[config.mk]
export PLATFORM = sky130hd
export DESIGN_NAME = ccff_prog_ctrl
export DESIGN_NICKNAME = d
export VERILOG_FILES = /design/src/rtl/ccff_prog_ctrl.sv
export SDC_FILE = /design/constraint.sdc
export NUM_CORES = 1
export LEC_CHECK = 0
export ABC_AREA = 1
export ABC_CLOCK_PERIOD_IN_PS = 1800
export CORE_MARGIN = 1
export CORE_UTILIZATION = 40
export CTS_BUF_LIST = sky130_fd_sc_hd__clkbuf_4
export DETAILED_ROUTE_END_ITERATION = 10
export PLACE_DENSITY_LB_ADDON = 0.08
export SYNTH_ARGS = -nofsm -noshare
export SYNTH_HDL_FRONTEND = slang
export SYNTH_SLANG_ARGS = --single-unit
[constraint.sdc]
create_clock -name prog_clk -period 1.8 [get_ports prog_clk]
set_input_delay 0.36 -clock prog_clk [delete_from_list [all_inputs] [get_ports prog_clk]]
set_output_delay 0.36 -clock prog_clk [all_outputs]
set_load 0.02 [all_outputs]
[src/rtl/ccff_prog_ctrl.sv]
// ccff_prog_ctrl: configuration-chain programming controller.
//
// Accepts bitstream words over a valid/ready handshake and serialises them
// MSB-first onto the configuration flip-flop chain head. It counts exactly
// CHAIN_LEN bits per pass, keeps a running parity of every bit shifted and
// flags completion.
//
// Ports:
//   prog_clk      in   programming clock, rising edge
//   prog_reset_n  in   asynchronous active-low reset
//   start         in   begin a pass (honoured in IDLE and DONE only)
//   abort         in   cancel the pass; highest priority after reset
//   word_data     in   bitstream word, bit WORD_W-1 shifted first
//   word_valid    in   word_data is valid
//   word_ready    out  word accepted this cycle (gated low by abort)
//   ccff_head     out  serial data to the chain head
//   ccff_shift_en out  chain captures ccff_head at the end of this cycle
//   busy          out  pass in progress (WAIT_WORD or SHIFT)
//   done          out  CHAIN_LEN bits shifted; held until start or abort
//   cfg_parity    out  XOR of all bits shifted in the current/last pass
//   bit_cnt       out  bits shifted so far in this pass
module ccff_prog_ctrl #(
  parameter int unsigned WORD_W    = 8,
  parameter int unsigned CHAIN_LEN = 20,
  parameter int unsigned CNT_W     = $clog2(CHAIN_LEN + 1)
) (
  input  logic              prog_clk,
  input  logic              prog_reset_n,
  input  logic              start,
  input  logic              abort,
  input  logic [WORD_W-1:0] word_data,
  input  logic              word_valid,
  output logic              word_ready,
  output logic              ccff_head,
  output logic              ccff_shift_en,
  output logic              busy,
  output logic              done,
  output logic              cfg_parity,
  output logic [CNT_W-1:0]  bit_cnt
);

  localparam int unsigned WL_W = $clog2(WORD_W + 1);

  typedef enum logic [1:0] {
    StIdle,
    StWaitWord,
    StShift,
    StDone
  } state_e;

  state_e            state_q;
  logic [WORD_W-1:0] sreg_q;
  logic [WL_W-1:0]   word_left_q;
  logic [CNT_W-1:0]  bit_cnt_q;
  logic              parity_q;

  logic [CNT_W-1:0]  bits_remaining;
  logic [CNT_W-1:0]  bit_cnt_inc;
  logic [WL_W-1:0]   word_left_init;

  assign bits_remaining = CNT_W'(CHAIN_LEN) - bit_cnt_q;
  assign bit_cnt_inc    = bit_cnt_q + CNT_W'(1);

  // A word never shifts past the end of the chain: the final word is
  // truncated to the bits still missing and its low bits are dropped.
  always_comb begin
    word_left_init = WL_W'(WORD_W);
    if (32'(bits_remaining) < WORD_W) begin
      word_left_init = WL_W'(bits_remaining);
    end
  end

  always_ff @(posedge prog_clk or negedge prog_reset_n) begin
    if (!prog_reset_n) begin
      state_q     <= StIdle;
      sreg_q      <= '0;
      word_left_q <= '0;
      bit_cnt_q   <= '0;
      parity_q    <= 1'b0;
    end else if (abort) begin
      state_q   <= StIdle;
      bit_cnt_q <= '0;
      parity_q  <= 1'b0;
    end else begin
      case (state_q)
        StIdle, StDone: begin
          if (start) begin
            bit_cnt_q <= '0;
            parity_q  <= 1'b0;
            state_q   <= StWaitWord;
          end
        end
        StWaitWord: begin
          if (word_valid) begin
            sreg_q      <= word_data;
            word_left_q <= word_left_init;
            state_q     <= StShift;
          end
        end
        StShift: begin
          sreg_q      <= sreg_q << 1;
          bit_cnt_q   <= bit_cnt_inc;
          parity_q    <= parity_q ^ sreg_q[WORD_W-1];
          word_left_q <= word_left_q - WL_W'(1);
          if (word_left_q == WL_W'(1)) begin
            state_q <= (bit_cnt_inc == CNT_W'(CHAIN_LEN)) ? StDone : StWaitWord;
          end
        end
        default: state_q <= StIdle;
      endcase
    end
  end

  // Outputs decode from registered state only; abort is the single
  // combinational term, so a word offered alongside abort is refused.
  assign word_ready    = (state_q == StWaitWord) && !abort;
  assign ccff_shift_en = (state_q == StShift);
  assign ccff_head     = (state_q == StShift) && sreg_q[WORD_W-1];
  assign busy          = (state_q == StWaitWord) || (state_q == StShift);
  assign done          = (state_q == StDone);
  assign cfg_parity    = parity_q;
  assign bit_cnt       = bit_cnt_q;

endmodule

Word-level counts from Yosys, hierarchy flattened
Index checks and enable logic that the tools add are counted.
Operators by class
  $add $sub $neg: 3
  $lt $le $gt $ge: 1
  eq/ne operators: 9
  muxes and demuxes: 17
  bitwise gates (word level): 2
  reduce and logical (&&, ||, !) cells: 11
Operators with widths (count)
  case mux 8 bit (2 select lines): 1
  2-to-1 mux 2 bit: 5
  2-to-1 mux 5 bit: 2
  case mux 5 bit (2 select lines): 1
  2-to-1 mux 4 bit: 2
  2-to-1 mux 8 bit: 1
  case mux 4 bit (2 select lines): 1
  inequality test 3 bit, second input constant: 2
  case mux 2 bit (3 select lines): 1
  AND reduction 3 bit: 2
  adder 5 x 1 -> 5 bit, second input constant: 1
  equality test 5 bit, second input constant: 1
  less-than comparator 5 x 4 -> 1 bit, second input constant: 1
  subtractor 5 bit, first input constant: 1
  equality test 2 bit, second input constant: 2
  equality test 4 x 1 -> 1 bit, second input constant: 1
  subtractor 4 x 1 -> 4 bit, second input constant: 1
  inequality test 3 x 2 -> 1 bit, second input constant: 1
  nonzero test 3 bit: 1
  equality test 2 x 1 -> 1 bit, second input constant: 1
  logical AND 1 bit: 2
  zero test 2 bit: 1
  2-to-1 mux 1 bit: 2
  inequality test 2 bit, second input constant: 1
  8 further kinds: 8
Storage, ports and cells
  bits in registers: 20
  bits of input ports: 13
  output and inout port bits: 11
  logic and storage cells: 48

Longest topological paths before layout
Gate-level depths: netlist of run 1.
  depth after elaboration: 6
  gate-level depth with buffers: 10
  depth with buffers taken out: 10

Worst setup path before layout of run 1
Ideal clock, no wire load.
  path type: reg2out
  start point: reg state_q[0]
  end point: out ccff_head
  data arrival time: 1.339 ns
  data required time: 1.440 ns
  slack: 0.101 ns
  cell stages (with the launch flop): 6
  path buffers: 1
  cells stage by stage: dfrtp_1 > inv_1 > ha_1 > clkbuf_1 > nand2_1 > inv_1
On the way
  word-level cells in the longest chain between the ends: 2
RTL lines
  start: declaration: RTL line 51  | state_e state_q;
  start signal: assignment: RTL line 75  | state_q <= StIdle;
  start signal: assignment: RTL line 81  | state_q <= StIdle;
  start signal: assignment: RTL line 90  | state_q <= StWaitWord;
  equality test 2 bit
  named net ccff_shift_en: RTL line 35  | output logic ccff_shift_en,
  logical AND 1 bit: RTL line 118  | assign ccff_head = (state_q == StShift) && sreg_q[WORD_W-1];
  end: declaration: RTL line 34  | output logic ccff_head,
The timed path passes the listed nets, and every way through them passes these cells.

Worst setup path in the final report of run 1
  start point: reg bit_cnt_q[1], in the netlist bit_cnt[1]
  end point: out bit_cnt[1]
RTL lines
  start: declaration: RTL line 54  | logic [CNT_W-1:0] bit_cnt_q;
  start signal: assignment: RTL line 102  | bit_cnt_q <= bit_cnt_inc;
  end: declaration: RTL line 39  | output logic [CNT_W-1:0] bit_cnt
No word-level cell between the ends.

==> impl.org, run 1 <==
** Critical path
- Stage delay of the slowest cell on the critical path :: 620 ps
- Cell breakdown of the critical path :: clkdlybuf4s50_1
- The worst register-to-register path ends at state_q[1]$_DFFE_PN0P_.
- The worst setup path is launched from a flip-flop.
- Along the worst path, the maximum fanout reaches 7.
- R2R depth :: 10
- Critical path class :: reg -> out
- In this run the number of cells on the critical path is 1.
- Arrival time of data at the critical path endpoint :: 1380 ps
- Buf+Inv Stages, Crit Path :: 1
- Across all register-to-register paths, the minimum setup slack is 200 ps.
- Grouping stages by cell kind, the critical path spends the most delay in buffers and inverters.
- Crit path max-delay cell type :: sky130_fd_sc_hd__clkdlybuf4s50_1
- In this run the critical register-to-register path is launched from state_q[0]$_DFFE_PN0P_.
- Required time at the endpoint of the critical path :: 1440 ps
- Critical path endpoint category :: output port

** GRT
- First-pass GRT wire length :: 4670 um
- For this run, the total global-route usage over all layers was measured as 0.180.
- Remaining Overflow, GRT :: 0
- Pin count of the biggest net entering global routing :: 21
- Vias in the first global route :: 1084
- Antenna violations before repair :: 0

** Finish
- Fill cells :: 282
- Leading cell types in the layout, fill and taps excluded :: sky130_fd_sc_hd__nand2_1 (47), sky130_fd_sc_hd__nor2_1 (21), sky130_fd_sc_hd__dfrtp_1 (19)
- Summing all non-filler instances in the final layout gives an area of 1590 um^2.
- Compared with the post-synthesis result, the final layout area differs by 27.2%.
- Commonest non-fill, non-tap cell in the layout :: sky130_fd_sc_hd__nand2_1
- Layout cell share with drive strength beyond 1 :: 0.139
- Number of inserted diodes :: 0
- NumNets Final :: 223
- For this run, the number of standard cells in the final layout without fillers is 232.

** Place
- Summed over all nets, the half-perimeter wirelength after detailed placement is 2030 um.
- Number of port buffers :: 23
- Timing analysis after detailed placement gives a worst setup slack of -76.5 ps.
- Once placement finished, the instance area stood at 1550 um^2.
- GP Congestion :: 0.818
- Cell Count Post-Placement :: 228

** Yosys
- For this run, the register share of the synthesized area comes to 0.401.
- Of the post-synthesis cell area, the part taken by muxes is 0.
- Sorting the synthesized cells by area gives the leading types as sky130_fd_sc_hd__dfrtp_1 (40%), sky130_fd_sc_hd__nand2_1 (14%), sky130_fd_sc_hd__ha_1 (8.0%), sky130_fd_sc_hd__nand3_1 (6.4%), sky130_fd_sc_hd__nor2_1 (6.3%).
- Arithmetic-cell share of the synthesized area counting full adders, half adders and majority gates :: 0.0802
- Post-synthesis async set-or-reset flop share :: 1.00
- Cells after Synth :: 171
- Synthesis warning total :: 0
- The fraction of the mapped netlist area in compound gates came to 0.115.
- Top cell type by total area after synthesis :: sky130_fd_sc_hd__dfrtp_1
- Number of synthesized flops with an enable pin :: 0
- Net count after synthesis :: 192
- After synthesis, the largest family of logic cells by area is simple AND/OR/NAND/NOR gates.
- Cell area after synthesis :: 1250 um^2
- Yosys mapped the design onto 24 distinct sky130hd cell types.
- Of the total synthesized cell area, the portion taken by AND, OR, NAND and NOR gates is 0.305.
- Post-Synth XOR/XNOR Area :: 0.00702
- Dividing the synthesized area by the synthesized cell count gives 7.30 um^2.
- The share of synthesized area in the top cell type comes to 0.401.
- The most used flip-flop cell after synthesis is sky130_fd_sc_hd__dfrtp_1.
- Post-synthesis register bit count :: 20

** STA
- The total count of hold-check failures in the final report was 0.
- Max-Slew Margin vs Limit :: 0.821
- Unrepaired setup endpoints after global routing :: no
- Highest clock frequency the design can meet :: 0.576 GHz
- Final Critical Period :: 1740 ps
- Actual slew at the worst max-slew pin :: 269 ps
- In the finished design, the share of the clock period the worst path needs comes to 0.965.
- Final clock skew :: 0.938 ps
- The final-report max-slew violation count came to 0.
- Setup violations remaining at the end of the flow were counted as 0.
- Final WS setup :: 62.5 ps

** Drt
- The routed design has 2720 um of wire.
- Dividing the detail-routed wire length by the instance count gives 11.7 um.
- For this run, design rule violations remaining after detail routing come to 1.
- Vias :: 1155
- Detailed-route vias per instance :: 4.98
- After the first detailed-routing iteration, the DRC count stood at 33.
- The first detailed-routing pass ran for 7 iterations.
- Routed Antenna Nets :: 0

** Clock tree
- In this run the number of H-tree levels came out at 1.
- The clock net in this run drives a total of 20 sinks.
- Later-pin clock latency in the skew report :: 300 ps
- Number of setup buffers added after CTS :: 0
- Clock tree from TritonCTS :: built
- Post-cts hold buffer count :: 0
- The tree is rooted in a sky130_fd_sc_hd__clkbuf_4.
- The number of clock buffers added by TritonCTS is 3.
- No sink is reached through more buffers than the 2 on the longest clock path.
- Clk pin slew, worst setup/hold paths :: 120 ps

** Power and ir drop
- Pwr/cell area :: 1320 nW/um^2
- Static power due to leakage :: 0.797 nW
- Of the total power, registers draw 0.345.
- Across the VDD grid, the largest voltage drop is 0.763 mV.
- Internal power summed over all cells :: 0.00123 W
- Of the total power, combinational logic draws 0.476.
- In this run the power spent charging and discharging nets is 0.000866 W.
- Portion of total power attributed to the clock network :: 0.179
- Switching share of power :: 0.413

** Floorplan
- Row generation in the floorplan step produced 19 rows.
- Die height :: 57.8 um
- Starting utilization of the core area :: 0.437
- Top-level port count :: 24
- From left edge to right edge, the die measures 57.8 um.
- Standard cell core area :: 2850 um^2
- The die covers 3350 um^2.

** Job
- Max Cap Viol :: 0

** Run status
- Status :: finished with violations
- Violated checks :: design-rule violations

** Min path
- Min-delay worst type :: in -> async
routing by layer:
metal | track usage | vias to the layer above | wire, um
li1 | - | 608 | -
met1 | 0.241 | 524 | 1390
met2 | 0.297 | 23 | 1250
met3 | 0.0268 | 0 | 86
met4 | 0.0612 | 0 | 0
met5 | 0 | - | 0
metrics by stage:
stage / setup TNS, ps / hold WS (ps) / utilization / power [W]
after floorplan: 0 / 64.4 / - / 0.00145
after global placement: -45.1 / 476 / 0.543 / 0.00174
after detailed placement: -76.5 / 473 / 0.543 / 0.00177
after CTS: 0 / 373 / 0.560 / 0.00213
after global routing: 0 / 401 / 0.556 / 0.00229
final: 0 / 381 / 0.556 / 0.00210
worst reg2reg max path, delay by kind of cell (launching register included):
kind | cells | cell delay, ps
buffers and inverters | 3 | 360
adders and majority gates | 1 | 210
DFF | 1 | 400
and+or+nand+nor | 6 | 550
cells by family (layout without fill, tap and decap cells):
logic type,after synthesis,after routing
AOI/OAI and AO/OA,24,24
xor gates and xnor gates,1,1
adders and majority gates,8,8
buffers and inverters,27,57
DFF,20,20
and+or+nand+nor,91,91
final cells by class:
type / instances / area (um^2) / share of cell area
repair buffers: 31 / 275 / 0.174
clock inverters: 1 / 30.0 / 0.0189
flip-flops and latches: 20 / 502 / 0.316
well taps: 31 / 38.8 / 0.0244
multi-input cells: 124 / 633 / 0.399
inverters: 22 / 85.1 / 0.0536
clock buffers: 3 / 22.5 / 0.0142
power groups by stage:
stage | Clock (W) | Combinational (W) | Sequential [W]
after floorplan | 0 | 0.000736 | 0.000716
after global placement | 0 | 0.00101 | 0.000725
after detailed placement | 0 | 0.00104 | 0.000734
after CTS | 0.000386 | 0.00102 | 0.000725
after global routing | 0.000407 | 0.00114 | 0.000747
final | 0.000375 | 0.00100 | 0.000725
repair_timing:
| item | CTS | global route |
|---|---|---|
| endpoints found under the setup margin | 6 | 4 |
| endpoints found under the hold margin | 0 | 0 |
| gates resized for setup | 8 | 5 |
| pin swaps | 0 | 0 |
| gates cloned | 0 | 0 |
Yosys cell counts, types with 2 or more instances:
master                     count
sky130_fd_sc_hd__nand4_1       3
sky130_fd_sc_hd__dfrtp_1      20
sky130_fd_sc_hd__nor2_1       21
sky130_fd_sc_hd__ha_1          8
sky130_fd_sc_hd__a31oi_1       7
sky130_fd_sc_hd__inv_2         5
sky130_fd_sc_hd__nand2_1      47
sky130_fd_sc_hd__buf_2         2
sky130_fd_sc_hd__inv_1        15
sky130_fd_sc_hd__o21ai_1       6
sky130_fd_sc_hd__a21oi_1       7
sky130_fd_sc_hd__nor2_2        2
sky130_fd_sc_hd__clkbuf_1      2
sky130_fd_sc_hd__nand3_1      16
how the worst max path moves through the flow:
stage | startpoint | end | slack [ps]
global placement | abort | word_ready | -50
finish | bit_cnt[1]$_DFFE_PN0P_ | bit_cnt[1] | 60
detailed placement | abort | word_ready | -80
CTS | state_q[0]$_DFFE_PN0P_ | word_ready | 0.1
global route | bit_cnt[1]$_DFFE_PN0P_ | bit_cnt[1] | 3
floorplan | state_q[0]$_DFFE_PN0P_ | ccff_head | 100
flip-flops by register name (all words and copies together) (netlist names):
register and count:
bit_cnt 5, cfg_parity 1, sreg_q 8, state_q 2, word_left_q 4
No activity file was read; power rests on OpenSTA's default activity.
==> run 2, diff against run 1 <==
--- a/config.mk
+++ b/config.mk
@@ -8,7 +8,7 @@
 export ABC_AREA = 1
 export ABC_CLOCK_PERIOD_IN_PS = 1800
 export CORE_MARGIN = 1
-export CORE_UTILIZATION = 40
+export CORE_UTILIZATION = 53
 export CTS_BUF_LIST = sky130_fd_sc_hd__clkbuf_4
 export DETAILED_ROUTE_END_ITERATION = 10
 export PLACE_DENSITY_LB_ADDON = 0.08
==> impl.org, run 2 (synthesis results as in run 1) <==
** Run status
- Status: completed (was finished with violations).

** Finish
- NumNets Final :: 222 (was 223)
- Flip-flop count of the largest register after layout :: 8 (unchanged)
- Commonest non-fill, non-tap cell in the layout :: sky130_fd_sc_hd__nand2_1 (unchanged)
- The fill cell instance count of the final layout came to 184 (was 282).
- Leading cell types in the layout, fill and taps excluded: sky130_fd_sc_hd__nand2_1 (47), sky130_fd_sc_hd__nor2_1 (21), sky130_fd_sc_hd__clkdlybuf4s50_1 (18) (was sky130_fd_sc_hd__nand2_1 (47), sky130_fd_sc_hd__nor2_1 (21), sky130_fd_sc_hd__dfrtp_1 (19)).
- Post-layout instance count excluding filler cells :: 228 (was 232)
- Layout cell share with drive strength beyond 1 :: 0.145 (was 0.139)
- Growth of design area from synthesis to finish :: 26.3% (was 27.2%)
- Biggest register :: sreg_q (unchanged)
- The total inserted antenna cells came to 0 (unchanged).

** Floorplan
- DIE AREA :: 2550 um^2 (was 3350 um^2)
- Width of the chip :: 50.5 um (was 57.8 um)
- Starting utilization of the core area :: 0.564 (was 0.437)
- Die height :: 50.5 um (was 57.8 um)
- Number of placement rows :: 17 (was 19)
- Top-level port count :: 24 (unchanged)
- The area of the core came to 2210 um^2 (was 2850 um^2).

** Place
- The placed cell count came to 224 (was 228).
- The half-perimeter wire length of the detailed placement result was 2200 um (was 2030 um).
- The global placer's final weighted congestion came to 0.855 (was 0.818).
- The quantity of I/O buffers inserted on ports is 23 (unchanged).

** Clock tree
- Clk Tree Root Cell :: sky130_fd_sc_hd__clkbuf_4 (unchanged)
- The insertion delay to the later sink of the worst-skew pair came to 300 ps (about the same).
- The sink count of the clock tree is 20 (unchanged).
- The number of clock buffers inserted by TritonCTS was 3 (unchanged).
- Number of levels the H-tree was split into :: 1 (unchanged)
- Clk pin slew, worst setup/hold paths :: 130 ps (was 120 ps)
- Number of setup buffers added after CTS :: 0 (unchanged)
- The TritonCTS clock tree is built (unchanged).
- Clk buf depth :: 2 (unchanged)

** STA
- The final worst clock skew was 10.4 ps (was 0.938 ps).
- Unrepaired setup endpoints after global routing :: no (unchanged)
- Worst hold slack after final layout :: 382 ps (was 381 ps)
- The share of the clock period used by the worst path after layout is 0.972 (was 0.965).
- Highest clock frequency the design can meet :: 0.571 GHz (was 0.576 GHz)
- Actual slew at the worst max-slew pin :: 270 ps (was 269 ps)
- Count of pins over their slew limit :: 0 (unchanged)
- The normalized max-slew margin is 0.820 (was 0.821).
- Finish-stage setup viols :: 0 (unchanged)
- The clock period minus worst slack came to 1750 ps (was 1740 ps).
- Number of hold-slack violations in the final timing report :: 0 (unchanged)

** GRT
- The initial antenna violation count was 0 (unchanged).
- The global-route congestion overflow total came to 0 (unchanged).
- Vias in the first global route :: 1118 (was 1084)
- The maximum number of pins on one net before global-route repair is 21 (unchanged).
- The global-route wire length before repair came to 4550 um (was 4670 um).
- The global-route total usage across every layer was 0.241 (was 0.180).

** Drt
- The count of routing violations after the opening detailed-route iteration was 30 (was 33).
- Iteration count of the initial detailed-routing pass :: 4 (was 7)
- Vias :: 1218 (was 1155)
- The wire length per cell was 12.4 um (was 11.7 um).
- The count of unresolved DRC violations after routing was 0 (was 1).
- The count of antenna-violating nets left after detailed routing was 0 (unchanged).
- Sum of routed wire length over all layers :: 2830 um (was 2720 um)
- The ratio of routed vias to standard cells came to 5.34 (was 4.98).

** Critical path
- Setup crit start kind :: flip-flop (unchanged)
- Critical path class :: reg -> out (unchanged)
- Buf+Inv Stages, Crit Path :: 1 (unchanged)
- Required time at the endpoint of the critical path :: 1440 ps (about the same)
- Crit path max-delay cell type :: sky130_fd_sc_hd__clkdlybuf4s50_1 (unchanged)
- The cell count of the worst reg-to-reg path is 10 (unchanged).
- Delay-heaviest family, CP :: buffers and inverters (unchanged)
- The kind of end point of the critical path was an output port (unchanged).
- Stage delay of the slowest cell on the critical path :: 630 ps (was 620 ps)
- Number of cells on the critical path :: 1 (unchanged)
- Cell breakdown of the critical path :: clkdlybuf4s50_1 (unchanged)
- Largest driver fanout on the critical path :: 9 (was 7)
- The data arrival at the endpoint of the critical path came to 1390 ps (was 1380 ps).

** Power and ir drop
- Static power due to leakage :: 0.770 nW (was 0.797 nW)
- Pwr/cell area :: 1350 nW/um^2 (was 1320 nW/um^2)
- The maximum vdd ir drop is 1.10 mV (was 0.763 mV).

** Job
- Max Cap Viol :: 0 (unchanged)

** Min path
- The worst hold path class is in -> async (unchanged).
## run 2: changes by cell type in the layout (fill, tap and decap cells not counted), sizes merged
| cell | previous run | this run |
|---|---|---|
| clkbuf | 6 | 5 |
| clkdlybuf4s50 | 17 | 18 |
| dlymetal6s2s | 1 | 0 |
## run 2: worst register-to-register path, stage by stage, from the launching register on
cell                      delay [ps]
sky130_fd_sc_hd__dfrtp_1         400
sky130_fd_sc_hd__inv_1            70
sky130_fd_sc_hd__ha_1            200
sky130_fd_sc_hd__buf_4           230
sky130_fd_sc_hd__inv_2            60
sky130_fd_sc_hd__nor2_2          160
sky130_fd_sc_hd__nand2_1          90
sky130_fd_sc_hd__nand3_1         130
sky130_fd_sc_hd__nor2_1           60
sky130_fd_sc_hd__nand2_1          60
sky130_fd_sc_hd__nand2_1          50
## run 2: through the flow
stage / setup TNS (ps) / power, W / setup WS (ps) / utilization / area (um^2)
after global placement: -41.6 / 0.00173 / -41.6 / 0.695 / 1540
after floorplan: 0 / 0.00145 / 101 / - / 1250
after global routing: 0 / 0.00228 / 8.47 / 0.712 / 1580
after CTS: 0 / 0.00214 / 3.74 / 0.718 / 1590
final: 0 / 0.00212 / 49.9 / 0.712 / 1580
after detailed placement: -67.9 / 0.00179 / -67.9 / 0.695 / 1540
## run 2: worst paths after layout
kind,start,endpoint,slack (ps)
max,bit_cnt[2]$_DFFE_PN0P_,bit_cnt[2],50
min in group prog_clk,sreg_q[0]$_DFFE_PN0P_,sreg_q[0]$_DFFE_PN0P_,500
min,prog_reset_n,word_left_q[1]$_DFFE_PN0P_,380
max in group asynchronous,prog_reset_n,bit_cnt[0]$_DFFE_PN0P_,1180
min reg2reg,sreg_q[0]$_DFFE_PN0P_,sreg_q[0]$_DFFE_PN0P_,500
max reg2reg,state_q[0]$_DFFE_PN0P_,state_q[1]$_DFFE_PN0P_,200
## run 2: cell type report
cell class | count | area (um^2) | area share
sequential | 20 | 504 | 0.320
clock buffer | 3 | 22.5 | 0.0143
multi-input combinational | 124 | 633 | 0.402
tap | 28 | 35.0 | 0.0222
inverter | 22 | 85.1 | 0.0540
clock inverter | 1 | 30.0 | 0.0191
timing repair buffer | 30 | 265 | 0.168
## run 2: power by group
group | internal (W) | switching (W) | total, W
Clock | 0.000225 | 0.000144 | 0.000369
Combinational | 0.000402 | 0.000623 | 0.00102
Sequential | 0.000612 | 0.000116 | 0.000728
## run 2: repair_timing
item / 4_1_cts / 5_1_grt
resized for setup: 9 / 6
endpoints found under the setup margin: 6 / 5
hold buffers: 0 / 0
## run 2: per-layer routing
layer / vias to the layer above / routed length (um) / share of wire / global-route usage
li1: 609 / - / - / -
met1: 560 / 1260 / 0.44 / 0.301
met2: 41 / 1380 / 0.49 / 0.404
met3: 8 / 127 / 0.045 / 0.0303
met4: 0 / 67 / 0.024 / 0.125
met5: - / 0 / 0 / 0
